$ cat config.mk
export PLATFORM = sky130hd
export DESIGN_NAME = addsub_pipe
export DESIGN_NICKNAME = d
export VERILOG_FILES = /design/src/rtl/addsub_pkg.sv /design/src/rtl/addsub_pipe_cla.sv /design/src/rtl/addsub_pipe.sv
export SDC_FILE = /design/constraint.sdc
export NUM_CORES = 1
export LEC_CHECK = 0
export CORE_MARGIN = 2
export CORE_UTILIZATION = 50
export DETAILED_ROUTE_END_ITERATION = 10
export DONT_BUFFER_PORTS = 1
export HOLD_SLACK_MARGIN = 0.06
export PLACE_DENSITY = 0.74
export SLEW_MARGIN = 20
export SYNTH_ARGS = -nofsm -noshare
export SYNTH_HDL_FRONTEND = slang
export SYNTH_HIERARCHICAL = 1
export SYNTH_SLANG_ARGS = --single-unit
$ cat constraint.sdc
create_clock -name clk -period 4.2 [get_ports clk]
set_input_delay 0.42 -clock clk [delete_from_list [all_inputs] [get_ports clk]]
set_output_delay 0.42 -clock clk [all_outputs]
set_load 0.01 [all_outputs]
$ cat src/rtl/addsub_pkg.sv
// Shared types and helpers for the pipelined adder/subtractor.
// Holds the CLA group size, the result-flag struct and the signed saturation limit function.
package addsub_pkg;

    localparam int unsigned CLA_GROUP = 4;
    localparam int unsigned MAX_WIDTH = 256;

    typedef struct packed {
        logic cout;
        logic ovf;
        logic zero;
        logic neg;
    } flags_t;

    // Most positive (negative=0) or most negative (negative=1) value of a signed word of 'width' bits.
    function automatic logic [MAX_WIDTH-1:0] sat_limit(input int unsigned width,
                                                       input logic negative);
        logic [MAX_WIDTH-1:0] lim;
        lim = '0;
        for (int unsigned i = 0; i < MAX_WIDTH; i++) begin
            if (i + 1 < width) begin
                lim[i] = ~negative;
            end else if (i + 1 == width) begin
                lim[i] = negative;
            end
        end
        return lim;
    endfunction

endpackage

$ cat src/rtl/addsub_pipe_cla.sv
// 4-bit carry-lookahead group: propagate/generate, all internal carries in parallel,
// sum bits and group carry-out.
module cla_group
    import addsub_pkg::*;
(
    input  logic [CLA_GROUP-1:0] a,
    input  logic [CLA_GROUP-1:0] b,
    input  logic                 cin,
    output logic [CLA_GROUP-1:0] s,
    output logic                 cout
);

    logic [CLA_GROUP-1:0] p;
    logic [CLA_GROUP-1:0] g;
    logic [CLA_GROUP:0]   c;

    assign p = a ^ b;
    assign g = a & b;

    assign c[0] = cin;
    assign c[1] = g[0] | (p[0] & cin);
    assign c[2] = g[1] | (p[1] & g[0]) | (p[1] & p[0] & cin);
    assign c[3] = g[2] | (p[2] & g[1]) | (p[2] & p[1] & g[0]) | (p[2] & p[1] & p[0] & cin);
    assign c[4] = g[3] | (p[3] & g[2]) | (p[3] & p[2] & g[1]) | (p[3] & p[2] & p[1] & g[0])
                | (p[3] & p[2] & p[1] & p[0] & cin);

    assign s    = p ^ c[CLA_GROUP-1:0];
    assign cout = c[CLA_GROUP];

endmodule

$ cat src/rtl/addsub_pipe.sv
// Pipelined two's-complement adder/subtractor: one WIDTH/STAGES slice added per stage,
// carries registered between stages. Define ADDSUB_SATURATE_EN to clamp on signed overflow.
module addsub_pipe
    import addsub_pkg::*;
#(
    parameter int unsigned WIDTH  = 16,
    parameter int unsigned STAGES = 4
) (
    input  logic             clk,
    input  logic             rst,
    input  logic             in_valid,
    output logic             in_ready,
    input  logic [WIDTH-1:0] a,
    input  logic [WIDTH-1:0] b,
    input  logic             sub,
    input  logic             cin,
    output logic             out_valid,
    input  logic             out_ready,
    output logic [WIDTH-1:0] sum,
    output logic             cout,
    output logic             ovf,
    output logic             zero,
    output logic             neg
);

    localparam int unsigned SW   = WIDTH / STAGES;
    localparam int unsigned GPS  = SW / CLA_GROUP;
    localparam int unsigned LAST = STAGES - 1;

    if ((WIDTH % (CLA_GROUP * STAGES)) != 0 || WIDTH > MAX_WIDTH) begin : g_bad_cfg
        $fatal(1, "addsub_pipe: WIDTH must be a multiple of 4*STAGES and at most MAX_WIDTH");
    end

    // Rank k holds the operands, partial sum and carry-in for stage k.
    logic [WIDTH-1:0]  a_q   [STAGES];
    logic [WIDTH-1:0]  b_q   [STAGES];
    logic [WIDTH-1:0]  s_q   [STAGES];
    logic [STAGES-1:0] c_q;
    logic [STAGES-1:0] v_q;

    logic [SW-1:0]     slice_sum [STAGES];
    logic [STAGES-1:0] slice_cout;
    logic [WIDTH-1:0]  s_nx      [STAGES];

    logic [WIDTH-1:0]  res;
    flags_t            flags_d;
    flags_t            flags_q;
    logic [WIDTH-1:0]  sum_q;
    logic              out_valid_q;
    logic              adv;
    logic              a_msb;
    logic              b_msb;
    logic              c_msb_in;
`ifdef ADDSUB_SATURATE_EN
    logic [MAX_WIDTH-1:0] lim;
`endif

    assign adv      = !out_valid_q || out_ready;
    assign in_ready = adv;

    for (genvar k = 0; k < STAGES; k++) begin : g_stage
        logic [GPS:0]  gc;
        logic [SW-1:0] gs;

        assign gc[0] = c_q[k];

        for (genvar g = 0; g < GPS; g++) begin : g_grp
            cla_group u_cla (
                .a    (a_q[k][k*SW + g*CLA_GROUP +: CLA_GROUP]),
                .b    (b_q[k][k*SW + g*CLA_GROUP +: CLA_GROUP]),
                .cin  (gc[g]),
                .s    (gs[g*CLA_GROUP +: CLA_GROUP]),
                .cout (gc[g+1])
            );
        end

        assign slice_sum[k]  = gs;
        assign slice_cout[k] = gc[GPS];
    end

    always_comb begin
        for (int k = 0; k < STAGES; k++) begin
            s_nx[k] = s_q[k];
            s_nx[k][k*SW +: SW] = slice_sum[k];
        end
    end

    // Final stage: overflow from carry into vs. out of the MSB, optional clamp, then flags.
    always_comb begin
        a_msb         = a_q[LAST][WIDTH-1];
        b_msb         = b_q[LAST][WIDTH-1];
        res           = s_nx[LAST];
        c_msb_in      = res[WIDTH-1] ^ a_msb ^ b_msb;
        flags_d.cout  = slice_cout[LAST];
        flags_d.ovf   = c_msb_in ^ slice_cout[LAST];
`ifdef ADDSUB_SATURATE_EN
        lim = sat_limit(WIDTH, a_msb);
        if (flags_d.ovf) begin
            res = lim[WIDTH-1:0];
        end
`endif
        flags_d.zero = (res == '0);
        flags_d.neg  = res[WIDTH-1];
    end

    always_ff @(posedge clk or posedge rst) begin
        if (rst) begin
            v_q         <= '0;
            c_q         <= '0;
            out_valid_q <= 1'b0;
            sum_q       <= '0;
            flags_q     <= '0;
            for (int k = 0; k < STAGES; k++) begin
                a_q[k] <= '0;
                b_q[k] <= '0;
                s_q[k] <= '0;
            end
        end else if (adv) begin
            v_q[0] <= in_valid;
            a_q[0] <= a;
            b_q[0] <= sub ? ~b : b;
            c_q[0] <= cin ^ sub;
            s_q[0] <= '0;
            for (int k = 1; k < STAGES; k++) begin
                v_q[k] <= v_q[k-1];
                a_q[k] <= a_q[k-1];
                b_q[k] <= b_q[k-1];
                s_q[k] <= s_nx[k-1];
                c_q[k] <= slice_cout[k-1];
            end
            out_valid_q <= v_q[LAST];
            if (v_q[LAST]) begin
                sum_q   <= res;
                flags_q <= flags_d;
            end
        end
    end

    assign out_valid = out_valid_q;
    assign sum       = sum_q;
    assign cout      = flags_q.cout;
    assign ovf       = flags_q.ovf;
    assign zero      = flags_q.zero;
    assign neg       = flags_q.neg;

endmodule

## Yosys cells after proc, flatten, opt, wreduce, memory -nomap -nowiden

Cells that the tools add are included.

| cells by class | value |
|---|---|
| add/sub/neg operators | 0 |
| multipliers | 0 |
| div/mod/pow operators | 0 |
| $lt $le $gt $ge | 0 |
| equal/unequal tests | 0 |
| shift operators | 0 |
| mux-type cells | 1 |
| bitwise operators | 121 |
| reductions and logical operators | 4 |

Operator list:

| operator | number |
|---|---|
| $and 1x1->1 | 64 |
| $or 1x1->1 | 40 |
| $xor 4x4->4 | 8 |
| $and 4x4->4 | 4 |
| $logic_not 16->1 | 1 |
| $mux 16 | 1 |
| $not 16->16 | 1 |
| $xor 1x1->1 | 4 |
| $reduce_and 2->1 | 1 |
| $logic_not 1->1 | 1 |
| $logic_or 1x1->1 | 1 |

| storage, ports and cells | value |
|---|---|
| register bits after elaboration | 181 |
| bits in latches | 0 |
| RAM bits | 0 |
| memory bits (read-only) | 0 |
| input bits | 38 |
| output and inout port bits | 22 |
| word-level logic and storage cells | 145 |
| memories | 0 |

## Longest topological paths before layout

Gate-level depths: netlist of run 1.

| logic depth | value |
|---|---|
| depth in word-level cells | 9 |
| depth in mapped cells | 7 |
| depth with buffers taken out | 7 |

## Hierarchy

Netlist of run 1, hierarchy kept.

Modules (own cells, without submodules):

| module | times used | cells an instance | area each (µm²) |
|---|---|---|---|
| addsub_pipe | 1 | 329 | 5,343.9 |
| cla_group | 4 | 13 | 132.6 |

## Worst setup path before layout of run 1

OpenSTA, ideal clock, no wires.

| timing path | value |
|---|---|
| path kind | reg-to-reg |
| from | reg a_q[12] (netlist name) |
| to | reg flags_q, in the netlist ovf |
| setup time | 0.125 ns |
| arrival time | 1.782 ns |
| data required time | 4.075 ns |
| slack | 2.293 ns |
| stages on the path, launching flop included | 8 |
| path buffers | 0 |
| cell sequence | dfrtp_1 -> ha_1 -> a21o_1 -> a31o_1 -> a21o_1 -> xor2_1 -> xnor2_1 -> mux2_2 |

RTL lines:

| item | line | source |
|---|---|---|
| start, declared | addsub_pipe.sv:35 | `logic [WIDTH-1:0] a_q [STAGES];` |
| start signal, assigned by index | addsub_pipe.sv:126 | `a_q[k] <= a_q[k-1];` |
| end signal, assigned | addsub_pipe.sv:134 | `flags_q <= flags_d;` |
| end, declared | addsub_pipe.sv:47 | `flags_t flags_q;` |

## Final worst setup path of run 1

| timing path | value |
|---|---|
| from | reg out_valid_q (netlist: out_valid) |
| to | reg a_q[44] (netlist name) |

| between the ends | value |
|---|---|
| word-level cells in the longest chain between the ends | 2 |

Ends and longest elaborated chain:

| item | line | source |
|---|---|---|
| start, declared | addsub_pipe.sv:49 | `logic out_valid_q;` |
| start signal, assigned | addsub_pipe.sv:131 | `out_valid_q <= v_q[LAST];` |
| $logic_not 1->1 | addsub_pipe.sv:58 | `assign adv = !out_valid_q \|\| out_ready;` |
| $logic_or 1x1->1 | addsub_pipe.sv:58 |  |

Every way passes these cells.
A chain may end at the register's enable or synchronous reset.

==> results.md, run 1 <==
- The run finished with clean final reports.
- The worst hold slack is 0.151 ns.
- Setup slack on the worst reg-to-reg path comes out at 2.09 ns.
- The detailed router finished its first iteration with 213 violations.
- After synthesis, the most frequently instantiated cells are 132 x sky130_fd_sc_hd__dfrtp_1, 60 x sky130_fd_sc_hd__mux2_2, 53 x sky130_fd_sc_hd__mux2_4.
- The clock reaches the later pin of the worst-skew pair after 0.41 ns.
- The timing endpoint of the critical path is a_q[44].
- The distinct cell type count of the synthesized netlist is 22.
- Yosys mapped a number of flops with a built-in enable equal to 0.
- The worst setup path is launched from a flip-flop.
- The number of cells produced by synthesis is 381.
- The number of antenna diodes in the final layout is 0.
- The combined flip-flop and latch cell area is 3300 um2.
- The setup total negative slack is 0 ns.
- The startpoint of the worst setup timing path is out_valid.
- The worst clock skew is 0.00864 ns.
- The most common cell in the synthesized netlist is sky130_fd_sc_hd__dfrtp_1.
- Once detailed placement completed, the half-perimeter wirelength came to 5990 um.
- The global router's overall resource usage is 15.9%.
- Routability-driven placement finished with a final weighted congestion of 0.725.
- The die covers 12600 um2.
- At the placement stage, the worst setup path has a slack of 2.11 ns.
- The total via count after detailed routing is 2838.
- When the netlist entered floorplanning its net count stood at 439.
- The sequential fraction of the synthesis area is 56.2%.
- The initial core utilization is 51.4%.
- The total overflow left after global routing is 0.
- The post-route netlist has 37.7% of its cells at a drive strength greater than 1.
- Across the run, the number of max-cap violations was 0.
- The height of the chip is 112 um.
- The top cell type by area accounts for 56.2% of the synthesized area.
- The fraction of the cycle the final worst path needs is 50.2%.
- The worst register-to-register path begins at out_valid.
- For this run, design rule violations remaining after detail routing come to 0.
- Compared with the post-synthesis result, the final layout area differs by 11.5%.
- The final critical path time including I/O delays and setup is 2.11 ns.
- The critical path is of the flip-flop to flip-flop type.
- The first-pass GRT wire length is 15600 um.
- The tree is rooted in a sky130_fd_sc_hd__clkbuf_16.
- Summing every instance area after synthesis gives 5870 um2.
- Once detail routing completed, the nets flagged for antenna violations numbered 0.
- The number of clock buffers added by TritonCTS is 17.
- The endpoint identified for the worst register-to-register timing path is a_q[44].
- The number of antenna violations at the first check in global routing is 0.
- For this design the static power due to leakage is 2.98 nW.
- After detailed routing, the total wire length is 9060 um.
- The number of warning messages in the yosys log is 6.
- The total area inside the core boundary comes to 11400 um2.
- The number of endpoints with negative hold slack in the final report came to 0.
- The average cell area after synthesis is 15.4 um2.
- Setup slack on the critical path of the routed design comes to 2.09 ns.
- The number of clock sinks is 132.
- The level count of the clock H-tree is 4.
- The number of filler instances in the final layout is 929.
- The count of pins over their slew limit is 0.
- Along the worst hold path, the cell count comes to 1.
- The number of global-route vias before repair is 3033.
- Setup repair after global routing left no endpoint under its margin.
- The mean routed wirelength per cell is 16.7 um.
- VDD sags by at most 0.000575 V.
- In this run the tool buffered the top-level ports with 0 buffer cells.
- Measured along the x axis, the die boundary spans 112 um.
- The endpoint arrival time on the critical path is 2.40 ns.
- The critical path endpoint category is a flip-flop.
- Entering global routing, the biggest net connects 88 pins.
- The total I/O pin count is 60.
- Post-CTS timing repair inserted 0 buffers for setup.
- The clock slew at the register clock pins of the worst setup and hold paths is 0.06 ns.
- Summed over all instances, the cell type with the most area after synthesis is sky130_fd_sc_hd__dfrtp_1.
- For this run, the top clock speed supported by timing is 0.475 GHz.
- In this run the core area contains 39 standard-cell rows.
- The first-pass iteration count of the detailed router is 4.
- The required time at the worst-slack endpoint is 4.50 ns.
- After detailed routing, the number of vias per cell comes to 5.25.
- At the pin with the least slew margin, the transition time is 0.778 ns.
- The longest clock path from root to sink contains 2 buffers.
- The multi-input combinational cells in the finished layout cover a total of 2400 um2.
- The total of endpoints with negative setup slack in the final report is 0.
- The flip-flop and latch count after synthesis is 132.
- The type of the tightest min-delay check is input pin to flip-flop.
- For this run, asynchronously set or reset flops after synthesis account for 100%.
- In the post-synthesis netlist, the biggest area contributors are sky130_fd_sc_hd__dfrtp_1 56%, sky130_fd_sc_hd__mux2_4 14%, sky130_fd_sc_hd__mux2_2 12%.
- The net count of the finished layout is 443.
- In this run the worst path has a maximum fanout of 81.
- In this run the power density over the cells is 882 nW/um2.
- TritonCTS built the clock tree.
- In this run the tightest slew margin relative to its limit is 48.1%.
- The commonest register cell after synthesis is sky130_fd_sc_hd__dfrtp_1.
- The worst register-to-register path has a depth of 3.
-- registers in the layout, indices dropped and copies added, names as in the netlist --
| name | count |
|---|---|
| a_msb | 1 |
| a_q | 39 |
| b_msb | 1 |
| b_q | 39 |
| c_q | 4 |
| cout | 1 |
| neg | 1 |
| out_valid | 1 |
| ovf | 1 |
| res | 12 |
| s_nx | 12 |
| sum | 15 |
| v_q | 4 |
| zero | 1 |
-- worst max-delay path, stage by stage (launching register included) --
cell and delay [ns]:
sky130_fd_sc_hd__dfrtp_1 0.44, sky130_fd_sc_hd__nand2b_4 0.60, sky130_fd_sc_hd__buf_12 0.48, sky130_fd_sc_hd__mux2_2 0.39
-- cell usage in the layout (no fill, tap or decap), types with 2 or more instances in the layout --
cell type / instances
sky130_fd_sc_hd__clkinv_2: 3
sky130_fd_sc_hd__bufinv_16: 3
sky130_fd_sc_hd__clkinv_4: 4
sky130_fd_sc_hd__clkbuf_16: 17
sky130_fd_sc_hd__mux2_4: 53
sky130_fd_sc_hd__nor4_1: 4
sky130_fd_sc_hd__xor2_1: 9
sky130_fd_sc_hd__a31o_1: 4
sky130_fd_sc_hd__nor2_1: 17
sky130_fd_sc_hd__a21o_1: 12
sky130_fd_sc_hd__clkinvlp_4: 2
sky130_fd_sc_hd__clkbuf_8: 2
sky130_fd_sc_hd__mux2_2: 60
sky130_fd_sc_hd__xnor2_1: 23
sky130_fd_sc_hd__a21oi_1: 21
sky130_fd_sc_hd__dfrtp_1: 132
sky130_fd_sc_hd__fa_1: 4
sky130_fd_sc_hd__ha_1: 16
sky130_fd_sc_hd__buf_4: 2
-- cells by family after synthesis --
group	synth area share, %
compound gates	3.92
xor+xnor	4.77
fa+ha+maj	4.77
buf+inv	2.94
flops	56.2
mux	25.2
simple gates	2.15
-- per-layer routing --
layer	up-vias	routed length, um	GRT usage (%)
li1	1348	-	-
met1	1416	4530	22.2
met2	60	3920	22.3
met3	14	468	6.53
met4	0	142	6.10
met5	-	0	0
-- per-stage QoR --
stage / area [um2] / util [%] / std cells / power (mW)
after floorplan: 5870 / - / 381 / 3.98
after global placement: 5930 / 51.9 / 508 / 4.20
after detailed placement: 5930 / 51.9 / 508 / 4.30
after CTS: 6540 / 57.3 / 540 / 5.84
after global routing: 6550 / 57.4 / 541 / 6.15
final: 6550 / 57.4 / 541 / 5.78
-- how the worst min path moves through the flow --
| stage | from | to | slack (ns) |
|---|---|---|---|
| finish | a[7] | a_q[55] | 0.15 |
| global route | a[7] | a_q[55] | 0.13 |
| CTS | a[7] | a_q[55] | 0.13 |
| detailed placement | b_q[31] | b_msb | 0.49 |
| global placement | a_q[45] | a_q[29] | 0.48 |
| floorplan | s_nx[33] | s_nx[33] | 0.47 |
-- final cells by class --
cell class,instances,share of cell area (%)
clock buffers,20,6.97
clock inverters,12,2.37
inverters,2,0.191
multi-input cells,228,36.6
flip-flops and latches,132,50.4
well taps,143,2.73
repair buffers,4,0.688
-- timing repair --
action / in CTS / in global routing
endpoints found under the hold margin: 0 / 3
hold buffers: 0 / 1
gates resized for setup: 0 / 0
-- report_power, final --
part	internal, mW	switching [mW]
combinational	1.20	0.739
sequential	1.86	0.469
clock	0.964	0.538
Note: power is estimated with default switching activity, not from simulation.
==> run 2, diff against run 1 <==
==> constraint.sdc (replaced) <==
create_clock -name clk -period 1.9 [get_ports clk]
set_input_delay 0.19 -clock clk [delete_from_list [all_inputs] [get_ports clk]]
set_output_delay 0.19 -clock clk [all_outputs]
set_load 0.01 [all_outputs]
==> run 2 against run 1 <==
The run now ends with setup timing left. Sequential share of layout area shrank 4.1 points. Die area is the same. Setup slack lost 2.1 ns. Register-to-register slack lost 2.1 ns. Combinational power grew 150%. Largest cell class unchanged.
==> results.md, run 2 (synthesis gave the netlist of run 1 again) <==
- Setup violations remaining at the end of the flow were counted as 1.
- The number of antenna diodes in the final layout is 0.
- The top cell types in the final layout, fill and taps aside, are 132 x sky130_fd_sc_hd__dfrtp_1, 60 x sky130_fd_sc_hd__mux2_2, 53 x sky130_fd_sc_hd__mux2_4.
- At the later pin of the worst-skew pair, clock insertion delay measures 0.41 ns.
- The tree is rooted in a sky130_fd_sc_hd__clkbuf_16.
- After layout, the worst setup slack is -0.0142 ns.
- STA classifies the critical path endpoint as a flip-flop.
- The total I/O pin count is 60.
- IR analysis of the VDD net gives a maximum drop of 0.000944 V.
- The final layout contains 503 nets.
- The depth of the worst register-to-register path is 7.
- From synthesis to final layout, the design area changed by 21.4%.
- The number of remaining DRC errors is 0.
- The checks that failed: setup timing.
- The actual transition at the worst max-transition pin is 0.696 ns.
- The routed design has 9550 um of wire.
- Adding up every negative setup slack in the final design gives -0.0142 ns.
- The leakage dissipation is 3.21 nW.
- The worst hold slack is 0.282 ns.
- Along the worst path, the maximum fanout reaches 2.
- The clock passes through at most 2 buffers.
- After global routing the overflow that remains totals 0.
- The relative slew slack is 53.6%.
- The number of endpoints with negative hold slack in the final report is 0.
- The layout has 855 filler cells.
- Setup repair after global routing could not meet its margin everywhere.
- The clock tree from TritonCTS is yes.
- Entering global routing, the biggest net connects 133 pins.
- The run finished, with violations left.
- The number of global-route vias before repair came to 3260.
- The finished cells cover 7130 um2.
- STA puts the critical path data required time at 2.19 ns.
- The first global-routing pass estimated 16600 um of wire.
- Clock-pin slew was measured on the worst setup and hold paths at 0.06 ns.
- The core region area is 11400 um2.
- Of the available clock period, the critical path in the final layout requires 101%.
- The first routing iteration left 145 violations.
- The die is 112 um tall.
- The HPWL after detailed placement is 6160 um.
- STA classifies the critical path startpoint as a flip-flop.
- The total die area is 12600 um2.
- Before CTS, the worst setup slack after placement is -0.0535 ns.
- In this run the number of H-tree levels came out at 4.
- The critical path in this run is classified as flip-flop to flip-flop.
- For the worst setup path, the data arrival time is 2.21 ns.
- Between clock sinks in the finished design, the worst skew comes to 0.00547 ns.
- Leaving out fill and tap cells, the most frequent cell in the layout is sky130_fd_sc_hd__dfrtp_1.
- The die is 112 um wide.
- The reported max-cap violation count is 0.
- The global router's overall resource usage is 16.7%.
- The total via count after detailed routing is 3071.
- The total chip power is 13.0 mW.
- The number of rows in the core area is 39.
- In the routed layout, each cell is associated on average with a via count of 5.12.
- The CTS buffer count is 17.
- Based on the critical path, the design can be clocked at up to 0.522 GHz.
- The area after detailed placement is 6010 um2.
- The number of antenna violations at the first check in global routing came to 0.
- The count of nets left with antenna violations once routing finished came out at 0.
- Power spread over the standard cell area amounts to 1830 nW/um2.
- Dividing the detail-routed wire length by the instance count gives 15.9 um.
- The type of the tightest min-delay check is input pin to flip-flop.
- The number of input and output port buffers inserted is 0.
- Cells with a size suffix above 1 make up 35.2% of the layout.
- The number of cells traversed by the worst hold path is 3.
- The congestion estimate from routability-driven global placement came to 0.777.
- The worst register-to-register path has a setup slack of -0.01 ns.
- The number of clock sinks is 132.
- For this run, the detailed router's first-pass iteration total came to 4.
- The count of pins over their slew limit came to 0.
- The initial core utilization is 51.4%.
- The final critical path time including I/O delays and setup is 1.91 ns.
[run 2: cell types whose count changed in the layout (fill, tap and decap cells not counted), sizes merged]
cell / delta
clkinvlp: +6
inv: -1
bufinv: -1
clkinv: -3
clkbuf: -2
buf: +9
dlygate4sd3: +51
[run 2: repair_timing]
item | CTS | global route
gates resized for setup | 1 | 1
buffers inserted | 1 | 0
pin swaps | 3 | 2
hold buffers | 52 | 0
endpoints found under the setup margin | 1 | 2
endpoints found under the hold margin | 166 | 0
[run 2: final timing paths]
check                                from        end
max in group asynchronous             rst     sum[5]
worst min-delay path            out_ready  out_valid
worst min register to register    b_q[31]    b_q[31]
worst max register to register    a_q[12]        ovf
min in group asynchronous             rst    res[11]
worst max-delay path              a_q[12]        ovf
[run 2: worst max-delay path: stages (launching register included)]
cell and delay [ns]:
sky130_fd_sc_hd__dfrtp_1 0.39, sky130_fd_sc_hd__ha_1 0.29, sky130_fd_sc_hd__a21o_1 0.19, sky130_fd_sc_hd__a31o_1 0.22, sky130_fd_sc_hd__a21o_1 0.18, sky130_fd_sc_hd__xor2_1 0.15
sky130_fd_sc_hd__xnor2_1 0.12, sky130_fd_sc_hd__mux2_2 0.26
[run 2: layout make-up]
cell class | instances | area, um2 | area share [%]
clock buffers | 18 | 439 | 6.16
clock inverters | 13 | 136 | 1.91
multi-input cells | 228 | 2410 | 33.8
well taps | 143 | 179 | 2.51
repair buffers | 64 | 648 | 9.09
flip-flops and latches | 132 | 3300 | 46.3
inverters | 2 | 11.3 | 0.158
[run 2: through the flow]
| step | util [%] | cells |
|---|---|---|
| final | 62.4 | 600 |
| after global routing | 62.4 | 600 |
| after CTS | 62.4 | 600 |
| after detailed placement | 52.7 | 516 |
| after global placement | 52.7 | 516 |
| after floorplan | - | 381 |
[run 2: layer usage]
metal	GRT usage, %	wire, um	up-vias
met4	7.32	201	0
li1	-	-	1467
met1	23.6	4700	1534
met5	0	0	-
met3	4.91	383	14
met2	24.2	4260	56
[run 2: report_power, final]
part / total (mW) / internal, mW / switching (mW)
clock: 3.14 / 1.95 / 1.19
combinational: 4.77 / 2.96 / 1.81
sequential: 5.14 / 4.12 / 1.01
